===== src/rtl/seg_display_pkg.sv =====
// seg_display_pkg
//   Shared types and constants for the signed decimal 7-segment display.
//   - state_t     : sequencer states (IDLE, CONVERT, SHOW, BLANK)
//   - SEG_GLYPH   : 7-segment patterns {g..a} for decimal digits 0-9
//   - SEG_MINUS   : pattern used for a leading '-' digit
//   - glyph()     : digit -> segment pattern, blank for non-decimal codes
//   - sig_digits(): number of significant digits in a packed BCD vector
package seg_display_pkg;

    typedef enum logic [1:0] {
        IDLE    = 2'd0,
        CONVERT = 2'd1,
        SHOW    = 2'd2,
        BLANK   = 2'd3
    } state_t;

    // Widest BCD vector sig_digits() can scan.
    localparam int MAX_DIGITS = 16;
    localparam int MAX_BCD_W  = 4 * MAX_DIGITS;

    localparam logic [7:0] SEG_MINUS = 8'h40;

    // Entry [d] is the pattern for digit d.
    localparam logic [9:0][6:0] SEG_GLYPH = {
        7'h6F, 7'h7F, 7'h07, 7'h7D, 7'h6D,
        7'h66, 7'h4F, 7'h5B, 7'h06, 7'h3F
    };

    function automatic logic [6:0] glyph(input logic [3:0] d);
        logic [6:0] g;
        g = 7'h00;
        for (int i = 0; i < 10; i++) begin
            if (d == 4'(i)) g = SEG_GLYPH[i];
        end
        return g;
    endfunction

    // Index of the highest non-zero digit plus one; an all-zero value
    // still counts as one digit so that '0' is displayed.
    function automatic int sig_digits(input logic [MAX_BCD_W-1:0] bcd,
                                      input int ndig);
        int n;
        n = 1;
        for (int i = 0; i < MAX_DIGITS; i++) begin
            if (i < ndig && bcd[4*i +: 4] != 4'd0) n = i + 1;
        end
        return n;
    endfunction

endpackage


===== src/rtl/bin2bcd_seq.sv =====
// bin2bcd_seq
//   Sequential binary-to-BCD converter (shift-add-3 / double dabble).
//   The first shift happens on the start edge itself, so the result is
//   ready NBITS-1 edges later and done pulses for exactly one cycle.
//   Ports:
//     clk_2  in   clock, rising edge
//     reset  in   synchronous active-high; clears the BCD register
//     start  in   begin converting i_bin (ignored while converting)
//     i_bin  in   NBITS unsigned value
//     o_done out  one-cycle pulse, o_bcd valid from then until next start
//     o_bcd  out  NDIGITS packed BCD digits, digit 0 in bits [3:0]
module bin2bcd_seq
    import seg_display_pkg::*;
#(
    parameter int NBITS   = 8,
    parameter int NDIGITS = 3
) (
    input  logic                 clk_2,
    input  logic                 reset,
    input  logic                 start,
    input  logic [NBITS-1:0]     i_bin,
    output logic                 o_done,
    output logic [4*NDIGITS-1:0] o_bcd
);

    localparam int BW = 4 * NDIGITS;
    localparam int CW = $clog2(NBITS);

    logic [NBITS-1:0] r_sh;
    logic [BW-1:0]    r_bcd;
    logic [CW-1:0]    r_cnt;
    logic             r_done;
    logic [BW-1:0]    w_adj;

    // Add 3 to every digit >= 5 before the shift so it carries correctly.
    always_comb begin
        w_adj = r_bcd;
        for (int i = 0; i < NDIGITS; i++) begin
            if (r_bcd[4*i +: 4] >= 4'd5) w_adj[4*i +: 4] = r_bcd[4*i +: 4] + 4'd3;
        end
    end

    always_ff @(posedge clk_2) begin
        if (reset) begin
            r_sh   <= '0;
            r_bcd  <= '0;
            r_cnt  <= '0;
            r_done <= 1'b0;
        end else begin
            r_done <= 1'b0;
            if (start && r_cnt == '0) begin
                // BCD starts at zero, so the first shift needs no adjust.
                r_bcd <= BW'(i_bin[NBITS-1]);
                r_sh  <= {i_bin[NBITS-2:0], 1'b0};
                r_cnt <= CW'(NBITS - 1);
            end else if (r_cnt != '0) begin
                r_bcd <= {w_adj[BW-2:0], r_sh[NBITS-1]};
                r_sh  <= {r_sh[NBITS-2:0], 1'b0};
                r_cnt <= r_cnt - 1'b1;
                if (r_cnt == CW'(1)) r_done <= 1'b1;
            end
        end
    end

    assign o_done = r_done;
    assign o_bcd  = r_bcd;

endmodule


===== src/rtl/signed_decimal_seg_display.sv =====
// signed_decimal_seg_display
//   Shows an NBITS integer in decimal on one 7-segment display, one digit
//   at a time, most significant first, followed by a blank, repeating
//   until a new load. Negative values (signed_mode) light dp on every
//   digit.
//   Build option SEG_MINUS_GLYPH_EN: dp stays dark and a negative value is
//   instead preceded by a '-' digit (seg=8'h40, digit_idx=NDIGITS-1).
//   Ports:
//     clk_2       in   clock, rising edge
//     reset       in   synchronous active-high
//     value       in   NBITS value, sampled on an accepted load
//     signed_mode in   1: value is two's complement
//     load        in   start strobe; ignored while busy
//     seg         out  {dp,g,f,e,d,c,b,a}, active high
//     digit_idx   out  position of the shown digit (0 = least significant)
//     busy        out  conversion in progress
//     digit_valid out  seg currently shows a digit
module signed_decimal_seg_display
    import seg_display_pkg::*;
#(
    parameter int NBITS       = 8,
    parameter int NDIGITS     = 3,
    parameter int HOLD_CYCLES = 2
) (
    input  logic                       clk_2,
    input  logic                       reset,
    input  logic [NBITS-1:0]           value,
    input  logic                       signed_mode,
    input  logic                       load,
    output logic [7:0]                 seg,
    output logic [$clog2(NDIGITS)-1:0] digit_idx,
    output logic                       busy,
    output logic                       digit_valid
);

    localparam int BW = 4 * NDIGITS;
    localparam int IW = $clog2(NDIGITS);
    localparam int HW = $clog2(HOLD_CYCLES + 1);

`ifdef SEG_MINUS_GLYPH_EN
    localparam bit MINUS_EN = 1'b1;
`else
    localparam bit MINUS_EN = 1'b0;
`endif

    state_t         r_state, w_state_nx;
    logic [IW-1:0]  r_idx,   w_idx_nx;
    logic [HW-1:0]  r_hold,  w_hold_nx;
    logic           r_minus, w_minus_nx;   // showing the '-' digit
    logic           r_neg,   w_neg_nx;

    logic             w_neg;
    logic [NBITS-1:0] w_mag;
    logic             w_start;
    logic             w_done;
    logic [BW-1:0]    w_bcd;
    logic [IW-1:0]    w_top;
    logic [3:0]       w_digit;

    // Magnitude in NBITS unsigned bits: -2**(NBITS-1) maps onto itself.
    assign w_neg = signed_mode & value[NBITS-1];
    assign w_mag = w_neg ? (~value + 1'b1) : value;

    bin2bcd_seq #(
        .NBITS   (NBITS),
        .NDIGITS (NDIGITS)
    ) u_bin2bcd (
        .clk_2  (clk_2),
        .reset  (reset),
        .start  (w_start),
        .i_bin  (w_mag),
        .o_done (w_done),
        .o_bcd  (w_bcd)
    );

    assign w_top   = IW'(sig_digits(MAX_BCD_W'(w_bcd), NDIGITS) - 1);
    assign w_digit = w_bcd[4*r_idx +: 4];

    always_ff @(posedge clk_2) begin
        if (reset) begin
            r_state <= IDLE;
            r_idx   <= '0;
            r_hold  <= '0;
            r_minus <= 1'b0;
            r_neg   <= 1'b0;
        end else begin
            r_state <= w_state_nx;
            r_idx   <= w_idx_nx;
            r_hold  <= w_hold_nx;
            r_minus <= w_minus_nx;
            r_neg   <= w_neg_nx;
        end
    end

    // r_hold counts HOLD_CYCLES..1; the step away happens when it reads 1.
    always_comb begin
        w_state_nx = r_state;
        w_idx_nx   = r_idx;
        w_hold_nx  = r_hold;
        w_minus_nx = r_minus;
        w_neg_nx   = r_neg;
        w_start    = 1'b0;

        case (r_state)
            IDLE: ;
            CONVERT: begin
                if (w_done) begin
                    w_state_nx = SHOW;
                    w_idx_nx   = w_top;
                    w_hold_nx  = HW'(HOLD_CYCLES);
                    w_minus_nx = MINUS_EN & r_neg;
                end
            end
            SHOW: begin
                if (r_hold == HW'(1)) begin
                    w_hold_nx = HW'(HOLD_CYCLES);
                    if (r_minus) begin
                        w_minus_nx = 1'b0;
                        w_idx_nx   = w_top;
                    end else if (r_idx == '0) begin
                        w_state_nx = BLANK;
                    end else begin
                        w_idx_nx = r_idx - 1'b1;
                    end
                end else begin
                    w_hold_nx = r_hold - 1'b1;
                end
            end
            BLANK: begin
                if (r_hold == HW'(1)) begin
                    w_state_nx = SHOW;
                    w_idx_nx   = w_top;
                    w_hold_nx  = HW'(HOLD_CYCLES);
                    w_minus_nx = MINUS_EN & r_neg;
                end else begin
                    w_hold_nx = r_hold - 1'b1;
                end
            end
            default: w_state_nx = IDLE;
        endcase

        // A load outside CONVERT abandons whatever is on display.
        if (load && r_state != CONVERT) begin
            w_state_nx = CONVERT;
            w_start    = 1'b1;
            w_neg_nx   = w_neg;
            w_minus_nx = 1'b0;
            w_idx_nx   = '0;
            w_hold_nx  = '0;
        end
    end

    always_comb begin
        seg         = 8'h00;
        digit_idx   = '0;
        digit_valid = 1'b0;
        if (r_state == SHOW) begin
            digit_valid = 1'b1;
            if (r_minus) begin
                seg       = SEG_MINUS;
                digit_idx = IW'(NDIGITS - 1);
            end else begin
                seg       = {r_neg & ~MINUS_EN, glyph(w_digit)};
                digit_idx = r_idx;
            end
        end
    end

    assign busy = (r_state == CONVERT);

endmodule

===== config.mk =====
export PLATFORM = sky130hd
export DESIGN_NAME = signed_decimal_seg_display
export DESIGN_NICKNAME = d
export VERILOG_FILES = /design/src/rtl/seg_display_pkg.sv /design/src/rtl/bin2bcd_seq.sv /design/src/rtl/signed_decimal_seg_display.sv
export SDC_FILE = /design/constraint.sdc
export NUM_CORES = 1
export LEC_CHECK = 0
export ABC_AREA = 1
export BUFFER_PORTS_ARGS = -buffer_cell sky130_fd_sc_hd__buf_2
export CELL_PAD_IN_SITES_DETAIL_PLACEMENT = 0
export CELL_PAD_IN_SITES_GLOBAL_PLACEMENT = 1
export CORE_MARGIN = 1.5
export CORE_UTILIZATION = 41
export DETAILED_ROUTE_END_ITERATION = 6
export HOLD_SLACK_MARGIN = 0.06
export PLACE_DENSITY = 0.77
export SLEW_MARGIN = 25
export SYNTH_ARGS = -nofsm -noshare
export SYNTH_HDL_FRONTEND = slang
export SYNTH_SLANG_ARGS = --single-unit

===== constraint.sdc =====
create_clock -name clk_2 -period 1.89 [get_ports clk_2]
set_input_delay 0.378 -clock clk_2 [delete_from_list [all_inputs] [get_ports clk_2]]
set_output_delay 0.378 -clock clk_2 [all_outputs]
set_load 0.1 [all_outputs]

==> metrics.txt <==
# TYPE chip_impl_metric gauge
chip_impl_info{name="outcome",value="finished, violations left"} 1
chip_impl_info{name="violated_checks",value="setup timing"} 1
chip_impl_metric{name="seqCellArea",unit="um^2"} 607
chip_impl_metric{name="pin_count_of_the_biggest_net_entering_global_routing",unit=""} 16
chip_impl_metric{name="cts.sink_count",unit=""} 30
chip_impl_metric{name="fin_ws",unit="ns"} -0.159
chip_impl_metric{name="tightest_slew",unit="ns"} 0.486
chip_impl_metric{name="crit_fanout",unit=""} 7
chip_impl_metric{name="setup_total_negative_slack",unit="ns"} -0.808
chip_impl_metric{name="detail_route.wl_per_cell",unit="um"} 10.8
chip_impl_metric{name="setup_viol",unit=""} 7
chip_impl_info{name="cts-root-buf",value="sky130_fd_sc_hd__clkbuf_8"} 1
chip_impl_metric{name="fillerInstances",unit=""} 486
chip_impl_metric{name="chipHeight",unit="um"} 73.8
chip_impl_metric{name="cts_inserted_buffers",unit=""} 5
chip_impl_metric{name="seq_power_share",unit="%"} 28.9
chip_impl_info{name="layout_commonest_cell",value="sky130_fd_sc_hd__nand2_1"} 1
chip_impl_metric{name="drc_errors",unit=""} 0
chip_impl_info{name="synth_flop_cell",value="sky130_fd_sc_hd__dfxtp_1"} 1
chip_impl_metric{name="syn-cell-area",unit="um^2"} 2050
chip_impl_info{name="cp_cell_sequence",value="inv_8, nand2_8, nor2_4, inv_2, nand2_4, nand2_2, inv_1, nand2_1, nand2_2, nor2_1, nor2_2, buf_12"} 1
chip_impl_metric{name="power",unit="mW"} 3.08
chip_impl_metric{name="crit_arrival",unit="ns"} 1.67
chip_impl_metric{name="multi_input_comb_area",unit="um^2"} 1330
chip_impl_metric{name="synth_compound_gate_area_share",unit="%"} 18.3
chip_impl_metric{name="worst-path-buf-inv",unit=""} 4
chip_impl_metric{name="clock_pin_slew_of_the_registers_on_the_worst_case_setup_and_hold_paths",unit="ns"} 0.07
chip_impl_metric{name="comb_power_share",unit="%"} 53.3
chip_impl_metric{name="final-max-slew-violation-count",unit=""} 0
chip_impl_metric{name="detailed_place_hpwl",unit="um"} 3390
chip_impl_metric{name="detail_route.iter0.violations",unit=""} 43
chip_impl_metric{name="design.die.area",unit="um^2"} 5440
chip_impl_info{name="path_common_cell",value="sky130_fd_sc_hd__nand2_2"} 1
chip_impl_metric{name="initial_antenna_violation_count",unit=""} 0
chip_impl_metric{name="timing.critical_path.slowest_cell_delay",unit="ns"} 0.37
chip_impl_metric{name="reg2reg_setup_slack",unit="ns"} 0.32
chip_impl_metric{name="internal_power_of_the_cells",unit="mW"} 1.67
chip_impl_info{name="worst_r2r_startpoint",value="u_bin2bcd.o_bcd[0]"} 1
chip_impl_metric{name="synth_edf_count",unit=""} 0
chip_impl_metric{name="net_count_of_the_finished_layout",unit=""} 375
chip_impl_metric{name="worst-endpoint-required",unit="ns"} 1.51
chip_impl_info{name="critPathSlowestCell",value="sky130_fd_sc_hd__dfxtp_4"} 1
chip_impl_metric{name="timing.max_slew.rel_slack",unit="%"} 67.9
chip_impl_metric{name="r2r.worst_path.cells",unit=""} 9
chip_impl_metric{name="clock_power_share",unit="%"} 17.9
chip_impl_info{name="end_kind",value="primary output"} 1
chip_impl_metric{name="netlist_instances",unit=""} 317
chip_impl_metric{name="synthToLayoutAreaGrowth",unit="%"} 31.5
chip_impl_metric{name="standard_cell_rows",unit=""} 25
chip_impl_metric{name="cts_htree_levels",unit=""} 2
chip_impl_metric{name="syn_nets",unit=""} 339
chip_impl_metric{name="portBuffers",unit=""} 23
chip_impl_metric{name="p_per_area",unit="nW/um^2"} 1140
chip_impl_metric{name="swShare",unit="%"} 45.8
chip_impl_metric{name="synth.lib_cells_used.distinct",unit=""} 32
chip_impl_metric{name="grt_remaining_overflow",unit=""} 0
chip_impl_info{name="cts_tree",value="done"} 1
chip_impl_metric{name="netSwitchingPower",unit="mW"} 1.41
chip_impl_metric{name="muxShareOfSynthArea",unit="%"} 0
chip_impl_info{name="rsz_0062_raised_after_global_routing",value="yes"} 1
chip_impl_metric{name="via_count",unit=""} 1987
chip_impl_metric{name="maxCapViolCount",unit=""} 0
chip_impl_metric{name="clock.fmax",unit="GHz"} 0.488
chip_impl_info{name="crit-reg2reg-capture",value="u_bin2bcd.o_bcd[1]"} 1
chip_impl_metric{name="number_of_placed_i_o_pins",unit=""} 24
chip_impl_metric{name="layout_worst_path_cycle_share",unit="%"} 108
chip_impl_metric{name="critical_path_cell_count",unit=""} 12
chip_impl_info{name="category_of_the_most_critical_setup_path",value="reg2out"} 1
chip_impl_metric{name="cts_hold_repair.buffers",unit=""} 0
chip_impl_metric{name="dieWidth",unit="um"} 73.8
chip_impl_metric{name="power.leakage",unit="nW"} 1.24
chip_impl_metric{name="place.gp.congestion",unit=""} 0.865
chip_impl_metric{name="vias_in_the_first_global_route",unit=""} 1886
chip_impl_metric{name="fin_hold_ws",unit="ns"} 0.354
chip_impl_metric{name="gr-usage-all-layers",unit="%"} 19.0
chip_impl_metric{name="share_of_flip_flops_with_an_asynchronous_set_or_reset_after_synthesis",unit="%"} 0
chip_impl_info{name="hold_path_class",value="in2reg"} 1
chip_impl_metric{name="drt-vias-per-instance",unit=""} 4.72
chip_impl_metric{name="average_footprint_of_a_synthesized_cell",unit="um^2"} 6.48
chip_impl_metric{name="clock_tree_buf_depth",unit=""} 2
chip_impl_info{name="most_used_cells_in_the_layout_excluding_fill_and_tap_cells",value="62 x sky130_fd_sc_hd__nand2_1, 45 x sky130_fd_sc_hd__inv_1, 27 x sky130_fd_sc_hd__dfxtp_1, 26 x sky130_fd_sc_hd__nor2_1, 24 x sky130_fd_sc_hd__a21oi_1"} 1
chip_impl_metric{name="post_synth_and_or_nand_nor_area_fraction",unit="%"} 31.5
chip_impl_info{name="start_kind",value="flop"} 1
chip_impl_metric{name="post_synth_fa_ha_maj_area_fraction",unit="%"} 6.09
chip_impl_info{name="timing.critical_path.max_delay_family",value="simple AND/OR/NAND/NOR gates"} 1
chip_impl_metric{name="antenna_violating_nets_post_route",unit=""} 0
chip_impl_metric{name="start_util",unit="%"} 42.9
chip_impl_metric{name="grt_pass1_wl",unit="um"} 8040
chip_impl_metric{name="min_period",unit="ns"} 2.05
chip_impl_metric{name="layout-drive-gt1-share",unit="%"} 27.1
chip_impl_info{name="dominant_combinational_cell_family_by_area_after_synthesis",value="simple AND/OR/NAND/NOR gates"} 1
chip_impl_metric{name="antenna-diode-count",unit=""} 0
chip_impl_metric{name="coreArea",unit="um^2"} 4790
chip_impl_metric{name="yosys_warnings",unit=""} 0
chip_impl_metric{name="seq_area_frac_synth",unit="%"} 29.2
chip_impl_metric{name="power.ir.vdd_worst",unit="V"} 0.000633
chip_impl_metric{name="final_wirelength",unit="um"} 4540
chip_impl_metric{name="clk_latency",unit="ns"} 0.28
chip_impl_metric{name="first_pass_iters",unit=""} 4
chip_impl_metric{name="worst_clock_skew",unit="ns"} 0.00377
chip_impl_metric{name="final_hold_viol_count",unit=""} 0
chip_impl_metric{name="synth.ff_latch_count",unit=""} 30
chip_impl_info{name="critical_path.startpoint",value="r_idx[0]"} 1
chip_impl_metric{name="yosys.area_share.xor_xnor",unit="%"} 2.56
chip_impl_info{name="crit_end",value="seg[1]"} 1
## what timing repair did
| item | 4_1_cts | 5_1_grt |
|---|---|---|
| buffers inserted | 2 | 2 |
| gates resized for setup | 16 | 20 |
| pin swaps | 6 | 13 |
| endpoints found under the setup margin | 7 | 7 |
## metrics by stage
step | worst slack (ns) | instance area [um^2] | cells | util (%)
2_1_floorplan | -0.405 | 2080 | 317 | -
3_3_place_gp | 0.0390 | 2460 | 409 | 51.4
3_5_place_dp | 0.0358 | 2460 | 409 | 51.4
4_1_cts | -0.178 | 2610 | 419 | 54.6
5_1_grt | -0.259 | 2700 | 421 | 56.5
6_report | -0.159 | 2700 | 421 | 56.5
## worst min-delay path by stage
stage / start / end / cells past startpoint
finish: value[0] / u_bin2bcd.r_sh[1] / 3
global route: value[0] / u_bin2bcd.r_sh[1] / 3
CTS: value[0] / u_bin2bcd.r_sh[1] / 3
detailed placement: r_neg / r_neg / 2
global placement: r_neg / r_neg / 2
floorplan: r_neg / r_neg / 2
## final cells by class
type,count,share of cell area [%]
Timing Repair Buffer,35,13.7
Clock buffer,7,3.19
Tap cell,67,3.10
Inverter,55,8.10
Multi-Input combinational cell,226,49.3
Clock inverter,1,0.185
Sequential cell,30,22.5
## power groups by stage
stage                     clock (mW)  sequential, mW  combinational (mW)
final                          0.550           0.890                1.64
after global routing           0.597           0.911                1.88
after CTS                      0.568           0.881                1.57
after detailed placement           0           0.889                1.51
after global placement             0           0.888                1.51
after floorplan                    0           0.870                1.20
## cell families (layout without fill, tap and decap cells)
group	Yosys count	after routing
fa+ha+maj	10	10
flops	30	30
simple gates	142	142
buf+inv	61	98
xor+xnor	6	6
compound gates	68	68
## cells in the mapped netlist, types with 5 or more instances
master	n	area share (%)
sky130_fd_sc_hd__a21oi_1	28	6.8
sky130_fd_sc_hd__a31oi_1	6	1.8
sky130_fd_sc_hd__dfxtp_1	30	29
sky130_fd_sc_hd__ha_1	10	6.1
sky130_fd_sc_hd__inv_1	48	8.8
sky130_fd_sc_hd__nand2_1	70	13
sky130_fd_sc_hd__nand2_2	7	2.1
sky130_fd_sc_hd__nand3_1	19	4.6
sky130_fd_sc_hd__nor2_1	31	5.7
sky130_fd_sc_hd__o21ai_0	20	4.9
sky130_fd_sc_hd__o21ai_1	5	1.2
sky130_fd_sc_hd__xor2_1	5	2.1
## flip-flops by register name, indices dropped and copies added, names as in the netlist
name,flops
u_bin2bcd.o_bcd,12
u_bin2bcd.r_sh,7
u_bin2bcd.r_cnt,3
r_hold,2
r_idx,2
r_state,2
r_neg,1
u_bin2bcd.o_done,1
## worst min-delay path, stage by stage
cell and delay, ns:
sky130_fd_sc_hd__buf_2 0.10, sky130_fd_sc_hd__nand2_1 0.05, sky130_fd_sc_hd__a21oi_1 0.05
## per-layer routing
layer,up-vias,wire length (um),track usage (%)
met3,8,137,4.80
met4,0,72,5.97
li1,1077,-,-
met2,23,2120,31.5
met1,879,2200,23.9
met5,-,0,0
No activity file was read; power rests on OpenSTA's default activity.
